## src/rtl/midi_pkg.sv

```systemverilog
// Shared types and constants for the MIDI voice allocator.
// Latency: n/a (declarations only).
// Backpressure: n/a.
package midi_pkg;

  localparam int MIDI_PITCH_W = 8;
  localparam int MIDI_VEL_W   = 7;

  typedef enum logic [1:0] {
    IDLE   = 2'd0,
    LOOKUP = 2'd1,
    APPLY  = 2'd2
  } state_t;

  // Decision made in LOOKUP and carried into APPLY.
  typedef enum logic [1:0] {
    ACT_NONE  = 2'd0,
    ACT_RANGE = 2'd1,
    ACT_ON    = 2'd2,
    ACT_OFF   = 2'd3
  } act_t;

  typedef struct packed {
    logic                  note_on;
    logic [MIDI_PITCH_W-1:0] pitch;
    logic [MIDI_VEL_W-1:0]   velocity;
  } note_ev_t;

  // Offset code shown by a voice that is not sounding.
  function automatic int idle_code(input int num_keys);
    return num_keys;
  endfunction

endpackage

```

## src/rtl/voice_age_tracker.sv

```systemverilog
// Least-recently-allocated age bookkeeping; ages stay a permutation of 0..NUM_VOICES-1.
// Latency: ages update on the edge where i_alloc is high; o_oldest_idx follows from registers.
// Backpressure: none, i_alloc is a single-cycle strobe.
// Ports: clk, rst_n, i_alloc (strobe), i_alloc_idx (voice taken), o_oldest_idx (age NUM_VOICES-1).
module voice_age_tracker #(
  parameter int NUM_VOICES = 4
) (
  input  logic                          clk,
  input  logic                          rst_n,
  input  logic                          i_alloc,
  input  logic [$clog2(NUM_VOICES)-1:0] i_alloc_idx,
  output logic [$clog2(NUM_VOICES)-1:0] o_oldest_idx
);

  localparam int IDX_W = $clog2(NUM_VOICES);

  logic [IDX_W-1:0] r_age [NUM_VOICES];

  always_ff @(posedge clk or negedge rst_n) begin
    if (!rst_n) begin
      for (int i = 0; i < NUM_VOICES; i++) r_age[i] <= IDX_W'(i);
    end else if (i_alloc) begin
      // Chosen voice becomes youngest; only voices younger than it age by one,
      // so the permutation property is preserved.
      for (int i = 0; i < NUM_VOICES; i++) begin
        if (IDX_W'(i) == i_alloc_idx)
          r_age[i] <= '0;
        else if (r_age[i] < r_age[i_alloc_idx])
          r_age[i] <= r_age[i] + 1'b1;
      end
    end
  end

  always_comb begin
    o_oldest_idx = '0;
    for (int i = 0; i < NUM_VOICES; i++)
      if (r_age[i] == IDX_W'(NUM_VOICES - 1)) o_oldest_idx = IDX_W'(i);
  end

endmodule

```

## src/rtl/midi_voice_allocator.sv

```systemverilog
// Polyphonic note-on/off allocator mapping MIDI pitch to per-voice key offsets with LRA stealing.
// Latency: 2 cycles from acceptance to voice/pulse outputs; one event per 3 cycles.
// Backpressure: EvReady is high only in IDLE; events are held off during LOOKUP and APPLY.
// Ports: clk, rst_n, Ev* handshake/fields, AllOff; VoiceGate/Offset/Velocity, StealPulse, RangePulse.
module midi_voice_allocator
  import midi_pkg::*;
#(
  parameter int NUM_VOICES = 4,
  parameter int BASE_NOTE  = 48,
  parameter int NUM_KEYS   = 24,
  parameter int OFFSET_W   = 5
) (
  input  logic                           clk,
  input  logic                           rst_n,
  input  logic                           EvValid,
  output logic                           EvReady,
  input  logic                           EvNoteOn,
  input  logic [MIDI_PITCH_W-1:0]        EvPitch,
  input  logic [MIDI_VEL_W-1:0]          EvVelocity,
  input  logic                           AllOff,
  output logic [NUM_VOICES-1:0]          VoiceGate,
  output logic [NUM_VOICES*OFFSET_W-1:0] VoiceOffset,
  output logic [NUM_VOICES*7-1:0]        VoiceVelocity,
  output logic                           StealPulse,
  output logic                           RangePulse
);

  localparam int                  IDX_W    = $clog2(NUM_VOICES);
  localparam logic [OFFSET_W-1:0] IDLE_OFF = OFFSET_W'(idle_code(NUM_KEYS));

  state_t                r_state;
  logic                  r_ready;
  note_ev_t              r_ev;
  act_t                  r_act;
  logic [IDX_W-1:0]      r_idx;
  logic [OFFSET_W-1:0]   r_off;
  logic                  r_new;     // fresh allocation (not a retrigger)
  logic [NUM_VOICES-1:0] r_gate;
  logic [OFFSET_W-1:0]   r_voff [NUM_VOICES];
  logic [MIDI_VEL_W-1:0] r_vvel [NUM_VOICES];
  logic                  r_steal;
  logic                  r_range;

  logic [6:0]          w_pitch7;
  logic [7:0]          w_diff8;
  logic [OFFSET_W-1:0] w_off;
  logic                w_in_range;
  logic                w_is_on;
  logic                w_match, w_free;
  logic [IDX_W-1:0]    w_match_idx, w_free_idx, w_oldest_idx;
  act_t                w_act;
  logic [IDX_W-1:0]    w_idx;
  logic                w_new;
  logic                w_alloc;
  logic                w_unused_pitch_msb;

  assign w_pitch7           = r_ev.pitch[6:0];
  assign w_unused_pitch_msb = r_ev.pitch[7];
  assign w_diff8            = {1'b0, w_pitch7} - 8'(BASE_NOTE);
  assign w_off              = w_diff8[OFFSET_W-1:0];
  assign w_in_range         = ({1'b0, w_pitch7} >= 8'(BASE_NOTE)) &&
                              ({1'b0, w_pitch7} <  8'(BASE_NOTE + NUM_KEYS));
  assign w_is_on            = r_ev.note_on && (r_ev.velocity != '0);

  // Lowest-index gated voice holding the offset, and lowest-index free voice.
  always_comb begin
    w_match     = 1'b0;
    w_match_idx = '0;
    w_free      = 1'b0;
    w_free_idx  = '0;
    for (int i = NUM_VOICES - 1; i >= 0; i--) begin
      if (r_gate[i] && (r_voff[i] == w_off)) begin
        w_match     = 1'b1;
        w_match_idx = IDX_W'(i);
      end
      if (!r_gate[i]) begin
        w_free     = 1'b1;
        w_free_idx = IDX_W'(i);
      end
    end
  end

  always_comb begin
    w_act = ACT_NONE;
    w_idx = '0;
    w_new = 1'b0;
    if (!w_in_range) begin
      w_act = ACT_RANGE;
    end else if (w_is_on) begin
      w_act = ACT_ON;
      w_new = !w_match;
      w_idx = w_match ? w_match_idx : (w_free ? w_free_idx : w_oldest_idx);
    end else if (w_match) begin
      w_act = ACT_OFF;
      w_idx = w_match_idx;
    end
  end

  assign w_alloc = (r_state == APPLY) && !AllOff && (r_act == ACT_ON) && r_new;

  voice_age_tracker #(.NUM_VOICES(NUM_VOICES)) u_age (
    .clk          (clk),
    .rst_n        (rst_n),
    .i_alloc      (w_alloc),
    .i_alloc_idx  (r_idx),
    .o_oldest_idx (w_oldest_idx)
  );

  always_ff @(posedge clk or negedge rst_n) begin
    if (!rst_n) begin
      r_state <= IDLE;
      r_ready <= 1'b1;
      r_ev    <= '0;
      r_act   <= ACT_NONE;
      r_idx   <= '0;
      r_off   <= '0;
      r_new   <= 1'b0;
      r_gate  <= '0;
      r_steal <= 1'b0;
      r_range <= 1'b0;
      for (int i = 0; i < NUM_VOICES; i++) begin
        r_voff[i] <= IDLE_OFF;
        r_vvel[i] <= '0;
      end
    end else begin
      r_steal <= 1'b0;
      r_range <= 1'b0;
      case (r_state)
        IDLE: begin
          if (EvValid && r_ready) begin
            r_ev    <= '{note_on: EvNoteOn, pitch: EvPitch, velocity: EvVelocity};
            r_ready <= 1'b0;
            r_state <= LOOKUP;
          end
        end
        LOOKUP: begin
          r_act   <= w_act;
          r_idx   <= w_idx;
          r_off   <= w_off;
          r_new   <= w_new;
          r_state <= APPLY;
        end
        APPLY: begin
          r_ready <= 1'b1;
          r_state <= IDLE;
          if (!AllOff) begin
            case (r_act)
              ACT_ON: begin
                r_gate[r_idx] <= 1'b1;
                r_voff[r_idx] <= r_off;
                r_vvel[r_idx] <= r_ev.velocity;
                // Gate sampled now, so a voice freed by AllOff during LOOKUP is not a steal.
                r_steal       <= r_new && r_gate[r_idx];
              end
              ACT_OFF: begin
                if (r_gate[r_idx] && (r_voff[r_idx] == r_off)) begin
                  r_gate[r_idx] <= 1'b0;
                  r_voff[r_idx] <= IDLE_OFF;
                end
              end
              ACT_RANGE: r_range <= 1'b1;
              default: ;
            endcase
          end
        end
        default: begin
          r_state <= IDLE;
          r_ready <= 1'b1;
        end
      endcase
      // Placed last so it overrides any APPLY update in the same cycle.
      if (AllOff) begin
        r_gate <= '0;
        for (int i = 0; i < NUM_VOICES; i++) r_voff[i] <= IDLE_OFF;
      end
    end
  end

  assign EvReady    = r_ready;
  assign VoiceGate  = r_gate;
  assign StealPulse = r_steal;
  assign RangePulse = r_range;

  for (genvar g = 0; g < NUM_VOICES; g++) begin : g_pack
    assign VoiceOffset[g*OFFSET_W +: OFFSET_W] = r_voff[g];
    assign VoiceVelocity[g*7 +: 7]             = r_vvel[g];
  end

endmodule

```

## config.mk

```make
export PLATFORM = sky130hd
export DESIGN_NAME = midi_voice_allocator
export DESIGN_NICKNAME = d
export VERILOG_FILES = /design/src/rtl/midi_pkg.sv /design/src/rtl/voice_age_tracker.sv /design/src/rtl/midi_voice_allocator.sv
export SDC_FILE = /design/constraint.sdc
export NUM_CORES = 1
export LEC_CHECK = 0
export CORE_ASPECT_RATIO = 0.75
export CORE_UTILIZATION = 45
export CTS_CLUSTER_DIAMETER = 40
export DETAILED_ROUTE_END_ITERATION = 12
export HOLD_SLACK_MARGIN = 0.06
export PLACE_DENSITY = 0.68
export SYNTH_ARGS = -nofsm -noshare
export SYNTH_HDL_FRONTEND = slang
export SYNTH_SLANG_ARGS = --single-unit
```

## constraint.sdc

```tcl
create_clock -name clk -period 2.6 [get_ports clk]
set_input_delay 0.78 -clock clk [delete_from_list [all_inputs] [get_ports clk]]
set_output_delay 0.78 -clock clk [all_outputs]
set_load 0.02 [all_outputs]
```

==> results of run 1 <==
[cells in the mapped netlist (6+ instances only)]
master,count,area [um2]
nand2_1,33,124
nand2b_1,23,144
clkbuf_1,10,37.5
a21oi_1,6,30.0
mux4_2,6,135
dfstp_2,13,342
o21ai_0,13,65.1
ha_1,7,87.6
xnor2_1,7,61.3
xor2_1,20,175
inv_1,10,37.5
nor2_1,17,63.8
mux2i_1,27,270
mux2_2,42,473
nor3_1,8,40.0
dfrtp_1,77,1930
[metal layers]
metal	wire length (um)	track usage (%)
met5	0	0
met2	4730	32.6
met1	5200	31.0
met4	160	8.51
met3	633	6.57
[cell type report]
type / count / share of cell area, %
well taps: 132 / 2.90
inverters: 10 / 0.658
clock buffers: 11 / 4.08
multi-input cells: 266 / 37.4
flip-flops and latches: 90 / 39.8
repair buffers: 84 / 14.4
clock inverters: 5 / 0.702
[cells by family (layout without fill, tap and decap cells)]
group / count (synthesis) / count (layout) / share of synthesized area, %
compound gates: 40 / 40 / 6.35
mux: 75 / 75 / 19.5
flops: 90 / 90 / 50.2
buf+inv: 26 / 110 / 2.49
xor+xnor: 27 / 27 / 5.24
fa+ha+maj: 7 / 7 / 1.94
simple gates: 117 / 117 / 14.3
[power breakdown]
part           internal [mW]  switching [mW]  total, mW
registers               1.63           0.319       1.95
clock network          0.653           0.540       1.19
logic                  0.418           0.436      0.855
total                   2.70            1.29       3.99
[registers in the layout, summed over array words and instances, names as in the netlist]
signal         cells
VoiceVelocity     28
VoiceOffset       20
r_ev              15
u_age.r_age        8
r_off              5
VoiceGate          4
r_act              2
r_idx              2
r_state            2
EvReady            1
RangePulse         1
StealPulse         1
r_new              1
[cell usage in the layout (no fill, tap or decap), types with 3 or more instances in the layout]
| cell | count |
|---|---|
| o211ai_2 | 4 |
| nand2_1 | 33 |
| xor2_1 | 20 |
| mux4_2 | 6 |
| nand3_1 | 5 |
| nor4_1 | 3 |
| mux2i_1 | 27 |
| dfstp_2 | 13 |
| ha_1 | 7 |
| a21oi_1 | 6 |
| xnor2_1 | 7 |
| buf_4 | 11 |
| mux2_2 | 42 |
| nand2b_1 | 23 |
| clkinvlp_4 | 3 |
| nor2_1 | 17 |
| o31ai_1 | 3 |
| nor2b_1 | 5 |
| dfrtp_1 | 77 |
| nand2_4 | 4 |
| nor3_1 | 8 |
| o21ai_0 | 13 |
| inv_1 | 10 |
| clkdlybuf4s50_1 | 72 |
| clkbuf_16 | 9 |
| and3_1 | 3 |
| nor2_2 | 3 |
[worst paths after layout]
path,startpoint,to,depth (start not counted)
worst max-delay path,VoiceOffset[9],VoiceOffset[9],1
worst min-delay path,rst_n,u_age.r_age[2],1
worst max register to register,r_idx[0],u_age.r_age[7],8
worst min register to register,VoiceVelocity[2],VoiceVelocity[2],1
max in group asynchronous,rst_n,VoiceOffset[19],2
min in group clk,VoiceVelocity[2],VoiceVelocity[2],1
[stage by stage]
step           area [um2]  instances  setup slack [ps]  hold WS, ps
2_1_floorplan        4520        382               298          474
5_1_grt              5700        598               144          342
4_1_cts              5700        598               272          325
6_report             5700        598               288          332
3_5_place_dp         5430        582               197          490
3_3_place_gp         5430        582               206          485
==> results_dict.tcl, run 1 <==
set metrics [dict create \
    crit_family "buffers and inverters" \
    slew_viol_final 0 \
    powerDensity_mw_per_mm2 701 \
    synth_cell_types 50 \
    cpPeakStageDelay_ps 630 \
    grt_pass1_wl_um 17300 \
    grt_max_degree 48 \
    routabilityCongestion 0.875 \
    dr.pass1.iters 4 \
    multi_input_area_mm2 0.00213 \
    die_y_um 88.8 \
    synth_seq_cells 90 \
    placementRows 31 \
    setup_violations 0 \
    wl_per_cell_um 17.9 \
    ys.warnings.count 0 \
    end_kind "primary output" \
    dieWidth_um 118 \
    antennaDiodeCount 0 \
    cts_buffers 9 \
    clk-insertion-delay-late_ps 340 \
    grt_usage_pct 22.2 \
    worstPathCellList "clkdlybuf4s50_1" \
    clk_path_buf_depth 2 \
    fin_crit_ps 2310 \
    hp-class "primary input to async pin" \
    synth-main-ff-cell "dfrtp_1" \
    synth_fp_nets 409 \
    syn_avg_cell_area_um2 11.8 \
    cts_tree "done" \
    cellLeakagePower_nw 2.39 \
    vias_per_cell 5.34 \
    clockRootBuffer "clkbuf_16" \
    io_buffer_count 73 \
    wirelength_um 10700 \
    fillers 834 \
    path_max_fanout 4 \
    place_hpwl_um 7810 \
    grt.overflow.total 0 \
    syn_inst 382 \
    clk_pin_slew_ps 60 \
    drc 0 \
    cts_setup_buffers 0 \
    num_vias 3193 \
    die_area_mm2 0.0104 \
    startpoint_type "flip-flop" \
    synth_edf_count 0 \
    drive_gt1_share_pct 22.7 \
    cp.arrival_ps 1530 \
    final.setup.tns_ps 0 \
    crit_type "flip-flop to primary output" \
    final_hold_viol_count 0 \
    ys_seq_area_share_pct 50.2 \
    regToRegSetupSlack_ps 300 \
    status "complete, no violations" \
    cts-resized-gates 0 \
    synthArstFlopShare_pct 100 \
    fin_crit_sh_pct 88.9 \
    postCtsHoldBufs 0 \
    cts-htree-levels 3 \
    area_delta_synth_final_pct 26.3 \
    ant_nets 0 \
    finalPower_mw 3.99 \
    synth_area_mm2 0.00452 \
    crit_slowest_cell "clkdlybuf4s50_1" \
    ios 75 \
    start_util_pct 46.6 \
    rsz0062_at_grt "no" \
    grt_pass1_vias 3184 \
    cap_violations 0 \
    skew_ps 9.86 \
    max-slew-margin-rel_pct 66.2 \
    antenna_found_initial 0 \
    cp_num_buf_inv 1 \
    fmax_mhz 432 \
    coreArea_mm2 0.00970 \
    drt_iter0_markers 142 \
    cts.sinks 90 \
    final-seq-area_mm2 0.00227 \
    peakVddDrop_v 0.000603 \
    cp_data_required_time_ps 1820 \
    final_util_pct 58.8 \
    worst_pin_slew_ps 506 \
    nets 488 \
]
Power figures use the tool's default switching activity.
==> run 2, diff against run 1 <==
CORE_MARGIN = 1   (was not set)
==> results of run 2 <==
The final DEF is identical to that of run 1; final timing and power are the same.
